**config.mk**
```make
export PLATFORM = sky130hd
export DESIGN_NAME = pipe_stage_reg
export DESIGN_NICKNAME = d
export VERILOG_FILES = /design/src/rtl/pipe_stage_reg.sv
export SDC_FILE = /design/constraint.sdc
export NUM_CORES = 1
export LEC_CHECK = 0
export ABC_AREA = 1
export CAP_MARGIN = 15
export CORE_UTILIZATION = 50
export CTS_CLUSTER_SIZE = 25
export DETAILED_ROUTE_END_ITERATION = 8
export GPL_ROUTABILITY_DRIVEN = 0
export PLACE_DENSITY = 0.78
export SYNTH_ARGS = -nofsm -noshare
export SYNTH_HDL_FRONTEND = slang
export SYNTH_SLANG_ARGS = --single-unit
```
**constraint.sdc**
```tcl
create_clock -name clk -period 2.2 [get_ports clk]
set_clock_uncertainty 0.1 [all_clocks]
set_input_delay 0.33 -clock clk [delete_from_list [all_inputs] [get_ports clk]]
set_output_delay 0.33 -clock clk [all_outputs]
set_load 0.01 [all_outputs]
```
**src/rtl/pipe_stage_reg.sv**
```systemverilog
// pipe_stage_reg: parametrised pipeline stage register with a ready/valid handshake,
// a 2-entry skid buffer (main + skid) and hazard-unit stall/flush vector control.
//
// The stage sits between any two pipeline stages. Because up_ready is decoded
// from registered state only, downstream backpressure never reaches upstream
// through a combinational path.
//
// Optional feature: define PIPE_STAGE_PERF_EN to add the saturating performance
// counters hold_cnt and bubble_cnt. With the macro undefined, those ports and
// counters do not exist and the rest of the stage behaves the same.

module pipe_stage_reg #(
  parameter int unsigned       DATA_W     = 64,
  parameter int unsigned       VEC_W      = 5,
  parameter int unsigned       HERE_IDX   = 1,
  parameter int unsigned       UP_IDX     = 0,
  parameter logic [DATA_W-1:0] BUBBLE_VAL = '0
) (
  input  logic              clk,
  input  logic              reset,
  input  logic              up_valid,
  output logic              up_ready,
  input  logic [DATA_W-1:0] up_data,
  output logic              dn_valid,
  input  logic              dn_ready,
  output logic [DATA_W-1:0] dn_data,
  input  logic [VEC_W-1:0]  stall,
  input  logic [VEC_W-1:0]  flush,
`ifdef PIPE_STAGE_PERF_EN
  output logic [31:0]       hold_cnt,
  output logic [31:0]       bubble_cnt,
`endif
  output logic [1:0]        occ
);

  // Encoding doubles as the occupancy count.
  typedef enum logic [1:0] {
    StEmpty = 2'd0,
    StOne   = 2'd1,
    StTwo   = 2'd2
  } state_e;

  state_e state_q, state_d;

  logic [DATA_W-1:0] main_q, main_d;
  logic [DATA_W-1:0] skid_q, skid_d;

  // Registered-state decodes shared by control and outputs.
  logic valid_int;
  logic ready_int;

  // Hazard-unit controls owned by this stage.
  logic hold;
  logic bubble;
  logic flush_here;

  // Handshake events.
  logic adv;
  logic acc;

  // Only the owned stall/flush bits matter; the rest are deliberately ignored.
  logic unused_vec_bits;
  assign unused_vec_bits = ^{stall, flush};

  // Derive hold/bubble/flush from the owned vector bits.
  always_comb begin
    hold       = stall[HERE_IDX];
    flush_here = flush[HERE_IDX];
    bubble     = 1'b0;
    if (HERE_IDX > 0) begin
      bubble = stall[UP_IDX] && !hold;
    end
  end

  // Registered-state decodes and handshake events.
  always_comb begin
    valid_int = (state_q != StEmpty);
    ready_int = (state_q != StTwo);
    adv       = valid_int && dn_ready && !hold;
    // A bubble drops the upstream word; upstream keeps its own copy.
    acc       = up_valid && ready_int && !bubble && !hold;
  end

  // State and payload registers.
  always_ff @(posedge clk or negedge reset) begin
    if (!reset) begin
      state_q <= StEmpty;
      main_q  <= BUBBLE_VAL;
      skid_q  <= BUBBLE_VAL;
    end else begin
      state_q <= state_d;
      main_q  <= main_d;
      skid_q  <= skid_d;
    end
  end

  // Next-state and payload movement; flush overrides everything.
  always_comb begin
    state_d = state_q;
    main_d  = main_q;
    skid_d  = skid_q;
    if (flush_here) begin
      state_d = StEmpty;
      main_d  = BUBBLE_VAL;
      skid_d  = BUBBLE_VAL;
    end else if (!hold) begin
      unique case (state_q)
        StEmpty: begin
          if (acc) begin
            state_d = StOne;
            main_d  = up_data;
          end
        end
        StOne: begin
          if (acc && adv) begin
            main_d = up_data;
          end else if (acc) begin
            state_d = StTwo;
            skid_d  = up_data;
          end else if (adv) begin
            state_d = StEmpty;
            main_d  = BUBBLE_VAL;
          end
        end
        StTwo: begin
          // up_ready is low here, so only a pop can occur.
          if (adv) begin
            state_d = StOne;
            main_d  = skid_q;
            skid_d  = BUBBLE_VAL;
          end
        end
        default: begin
          state_d = StEmpty;
          main_d  = BUBBLE_VAL;
          skid_d  = BUBBLE_VAL;
        end
      endcase
    end
  end

  // Outputs come straight from registered state.
  always_comb begin
    dn_valid = valid_int;
    up_ready = ready_int;
    dn_data  = main_q;
    occ      = state_q;
  end

`ifdef PIPE_STAGE_PERF_EN
  logic [31:0] hold_cnt_q, hold_cnt_d;
  logic [31:0] bubble_cnt_q, bubble_cnt_d;

  // Saturating increments; flush intentionally leaves the counters alone.
  always_comb begin
    hold_cnt_d   = hold_cnt_q;
    bubble_cnt_d = bubble_cnt_q;
    if (hold && valid_int && (hold_cnt_q != 32'hFFFF_FFFF)) begin
      hold_cnt_d = hold_cnt_q + 32'd1;
    end
    if (bubble && up_valid && (bubble_cnt_q != 32'hFFFF_FFFF)) begin
      bubble_cnt_d = bubble_cnt_q + 32'd1;
    end
  end

  // Counter registers.
  always_ff @(posedge clk or negedge reset) begin
    if (!reset) begin
      hold_cnt_q   <= '0;
      bubble_cnt_q <= '0;
    end else begin
      hold_cnt_q   <= hold_cnt_d;
      bubble_cnt_q <= bubble_cnt_d;
    end
  end

  // Counter outputs.
  always_comb begin
    hold_cnt   = hold_cnt_q;
    bubble_cnt = bubble_cnt_q;
  end
`endif

endmodule
```
== Word level (Yosys, flattened, before mapping) ==
Cells that the tools add are included.
Storage, ports and cells
  register bits: 130
  bits of input ports: 78
  output and inout port bits: 68
  logic and storage cells: 49
Operators by class
  equal/unequal tests: 12
  muxes and demuxes: 20
  reduce and logical (&&, ||, !) cells: 14
Operators by type and width (number)
  64-bit two-way mux: 10
  64-bit one-hot mux with 3 select lines: 2
  5-bit AND reduction: 3
  2-bit two-way mux: 7
  3-bit != test, second input constant: 4
  4-bit != test, second input constant: 3
  1-bit logical AND: 7
  2-bit one-hot mux with 3 select lines: 1
  2-bit != test, second input constant: 2
  2-bit by 1-bit == test with 1-bit output, second input constant: 1
  2-bit == test, second input constant: 1
  1-bit zero test: 2
  2-bit zero test: 1
  2-bit by 1-bit != test with 1-bit output, second input constant: 1
  2-bit nonzero test: 1

== Logic depth before layout (Yosys ltp) ==
  depth after elaboration: 10
  gate-level depth with buffers: 11
  depth with buffers taken out: 10

== Worst setup path after synthesis ==
OpenSTA, ideal clock, no wires.
  path type: reg-to-reg
  start point: reg state_q[0], in the netlist occ[0]
  end point: reg skid_q[37]
  library setup time: 120 ps
  arrival time: 1480 ps
  required time: 1980 ps
  setup slack: 499 ps
  cell stages (with the launch flop): 10
  path buffers: 3
  period minus slack after synthesis: 1701 ps
  cells stage by stage: dfrtp_1 buf_4 nor2_2 nor2_1 nand3_1 nand2_2 buf_2 buf_4 o21ai_1 nand2_1
Between the ends
  longest elaborated chain between the ends: 7
  elaborated cells on any way between the ends: 19
  classes of those cells: eq/ne: 7; mux: 3; reduce/logical: 9
RTL lines
  start: declaration: RTL line 43  | state_e state_q, state_d;
  start signal: assignment: RTL line 87  | state_q <= StEmpty;
  start signal: assignment: RTL line 91  | state_q <= state_d;
  2-bit != test: RTL line 78  | ready_int = (state_q != StTwo);
  1-bit logical AND (3 in a row): RTL line 81  | acc = up_valid && ready_int && !bubble && !hold;
  1-bit logical AND: RTL line 115  | if (acc && adv) begin
  3-bit != test (no source line)
  5-bit AND reduction (no source line)
  end signal: assignment: RTL line 93  | skid_q <= skid_d;
  end: declaration: RTL line 46  | logic [DATA_W-1:0] skid_q, skid_d;
Parallel ways exist; a longest one is shown, timed or not. The select of a mux whose other input is x is not followed.
A chain may end at the register's enable or synchronous reset.

== Final worst setup path ==
  start point: reg state_q[1], in the netlist occ[1]
  end point: out up_ready
Between the ends
  longest elaborated chain between the ends: 1
RTL lines
  2-bit != test: RTL line 78
  end: declaration: RTL line 22  | output logic up_ready,
Every way passes these cells.

==> results.py <==
metrics = {
    "cts": {
        "cts-resized-gates": 0,
        "post_cts_buffers": 0,
        "tritoncts": "built",
        "htree_levels": 4,
        "path_clk_slew_ns": 0.06,
        "worst_skew_pair.late_latency_ns": 0.43,
        "clk_path_buf_depth": 2,
        "cts_hold_buf": 1,
        "clkSinkCount": 130,
        "cts_root_buf": "clkbuf_16",
        "cts_buffers": 17,
    },
    "floorplanning": {
        "fp-row-count": 44,
        "placeableCoreArea_mm2": 0.0145,
        "start_util": 0.512,
        "die_area_mm2": 0.0153,
        "io_pins": 146,
        "die_w_um": 124,
        "die_h_um": 124,
    },
    "place": {
        "dp.cells": 1361,
        "postPlaceCellArea_mm2": 0.00897,
        "numPortBuffers": 138,
        "hpwl_mm": 12.1,
    },
    "pwr": {
        "vdd_drop_max_mv": 0.661,
        "powerDensity_mw_per_mm2": 1130,
        "power.total_uw": 10800,
        "p_leak_uw": 0.00490,
    },
    "finish": {
        "layout-drive-gt1-share": 0.0612,
        "stdcell_count": 1394,
        "final_nets": 1275,
        "fin_area_mm2": 0.00959,
        "multi_input_area_mm2": 0.00321,
        "antenna_cells": 0,
        "ff_latch_area_mm2": 0.00325,
        "area_growth_pct": 29.3,
        "fillers": 1250,
    },
    "logic_synthesis": {
        "synth_top_family_by_area": "simple AND/OR/NAND/NOR gates",
        "synth.area.top_cells": "dfrtp_1 (44%), nand2_1 (18%), nand3_1 (8.4%), inv_1 (7.3%), nor3_1 (4.0%)",
        "synthMuxAreaShare": 0,
        "synth_compound_area_frac": 0.0736,
        "synth-edff-count": 0,
        "syn_inst": 1091,
        "ys_types": 20,
        "syn-cell-area_mm2": 0.00742,
        "ys_seq_area_frac": 0.439,
        "yosys-top-cells-count": "nand2_1 (362), inv_1 (144), dfrtp_1 (130)",
        "synthSimpleGateAreaFrac": 0.357,
        "syn_area_per_cell_um2": 6.80,
        "synthFlopType": "dfrtp_1",
        "yosys.area_share.adder": 0,
        "yosysMostFrequentCell": "nand2_1",
        "synthArstFlopShare": 1.00,
        "ys_warn_count": 0,
        "netlist.area_leader.share": 0.439,
        "yosys.area.top_type": "dfrtp_1",
        "syn-num-nets": 1169,
        "synthXorXnorAreaFrac": 0,
        "synth-seq-cells": 130,
    },
    "worst_setup_path": {
        "cp_max_fo": 5,
        "r2r_end": "skid_q[9]",
        "end_kind": "output pin",
        "crit_type": "flop to output pin",
        "rr_worst_depth": 7,
        "start_kind": "flop",
        "required_ns": 1.77,
        "path_cells": "nand2_1, clkdlybuf4s50_1",
        "arrival_ns": 1.71,
        "critPathSlowestCell": "clkdlybuf4s50_1",
        "r2r-start": "occ[1]",
        "crit_start": "occ[1]",
        "worst_path_largest_cell_delay_ns": 0.60,
        "r2r_slack_ns": 0.28,
        "critPathCapture": "up_ready",
    },
    "global_routing": {
        "grt_pass1_wl_mm": 32.7,
        "grt_max_degree": 125,
        "grt_util_all_layers": 0.273,
        "antenna_found_initial": 0,
        "grt_pass1_vias": 6852,
        "grt_overflow": 0,
    },
    "timing": {
        "post-route-period-util": 0.971,
        "max_freq_mhz": 468,
        "rsz0062_at_grt": "false",
        "final.setup.tns_ns": 0,
        "worst_pin_slew_ns": 0.512,
        "finalHoldViolCount": 0,
        "fin_crit_ns": 2.14,
        "drv_slew": 0,
        "setup_viol": 0,
        "slew_headroom": 0.659,
    },
    "run_status": {
        "status": "complete, no violations",
    },
    "routing": {
        "drt-wirelength-per-cell_um": 14.1,
        "drt.antenna.violating_nets": 0,
        "via_count": 7278,
        "dr.pass1.iters": 5,
        "routed_via_density": 5.22,
        "routed_wirelength_mm": 19.7,
        "drt_iter0_drc": 645,
        "drc": 0,
    },
    "worst_hold_path": {
        "hold_class": "input port to flop",
        "min_from": "flush[1]",
    },
    "flow_run": {
        "drv_cap": 0,
    },
}
-- cells by family after synthesis --
family                 after synthesis
DFF                                130
and+or+nand+nor                    633
buffers and inverters              228
AOI/OAI and AO/OA                  100
-- cell type report --
| cell class | count | area share |
|---|---|---|
| flip-flops and latches | 130 | 0.339 |
| multi-input cells | 733 | 0.335 |
| repair buffers | 167 | 0.181 |
| inverters | 148 | 0.0579 |
| clock buffers | 23 | 0.0498 |
| well taps | 184 | 0.0240 |
| clock inverters | 9 | 0.0134 |
-- worst min-delay path by stage --
stage,end,slack [ns],depth (start not counted)
2_1_floorplan,dn_data[0],-0.07,0
3_3_place_gp,skid_q[20],0.19,1
3_5_place_dp,skid_q[20],0.19,1
4_1_cts,dn_data[49],0.21,4
5_1_grt,dn_data[53],0.25,4
6_report,dn_data[49],0.22,4
-- layout by cell type (no fill, tap or decap) --
cell,netlist,final
inv_1,144,143
clkbuf_8,0,3
buf_2,24,1
o21ai_0,53,53
nor2_8,1,1
inv_2,4,5
nand2_4,0,1
nand3_1,125,125
clkinv_2,0,3
bufinv_16,0,3
clkinvlp_4,0,2
nor2_4,0,1
nor2_1,78,75
nor2_2,3,5
o22ai_1,36,36
nand3_2,1,1
buf_4,11,17
dfrtp_1,130,130
nand2_2,2,1
o21ai_1,11,11
nand2_1,362,362
buf_6,6,1
buf_12,0,11
dlygate4sd3_1,0,1
clkinv_4,0,1
clkdlybuf4s50_1,0,136
clkbuf_1,35,3
clkbuf_16,0,17
nor3_1,60,60
nand4_1,1,1
-- per-layer routing --
metal	track usage	share of wire	wire, um
met1	0.357	0.44	8600
met3	0.0462	0.065	1270
met4	0.107	0.015	303
met5	0	0	0
met2	0.452	0.48	9550
-- power breakdown --
group | leakage [uW] | switching [uW] | internal [uW]
logic | 0.00285 | 2640 | 1830
registers | 0.00175 | 350 | 3070
clock network | 0.000293 | 1060 | 1870
-- stage by stage --
| step | util | worst slack, ns | hold WS (ns) |
|---|---|---|---|
| final | 0.662 | 0.0629 | 0.224 |
| after global routing | 0.662 | 0.0368 | 0.252 |
| after CTS | 0.662 | 0.0559 | 0.215 |
| after detailed placement | 0.620 | 0.0281 | 0.189 |
| after global placement | 0.620 | 0.0398 | 0.188 |
| after floorplan | - | 0.499 | -0.0656 |
-- worst max-delay path: cells and delay by family (launching register included) --
| kind | cells | cell delay (ns) |
|---|---|---|
| buffers and inverters | 1 | 0.60 |
| DFF | 1 | 0.45 |
| and+or+nand+nor | 1 | 0.24 |
-- sequential cells by signal (all words and copies together) (netlist names) --
signal   flops
dn_data     64
occ          2
skid_q      64
(Power assumes the default switching activity.)
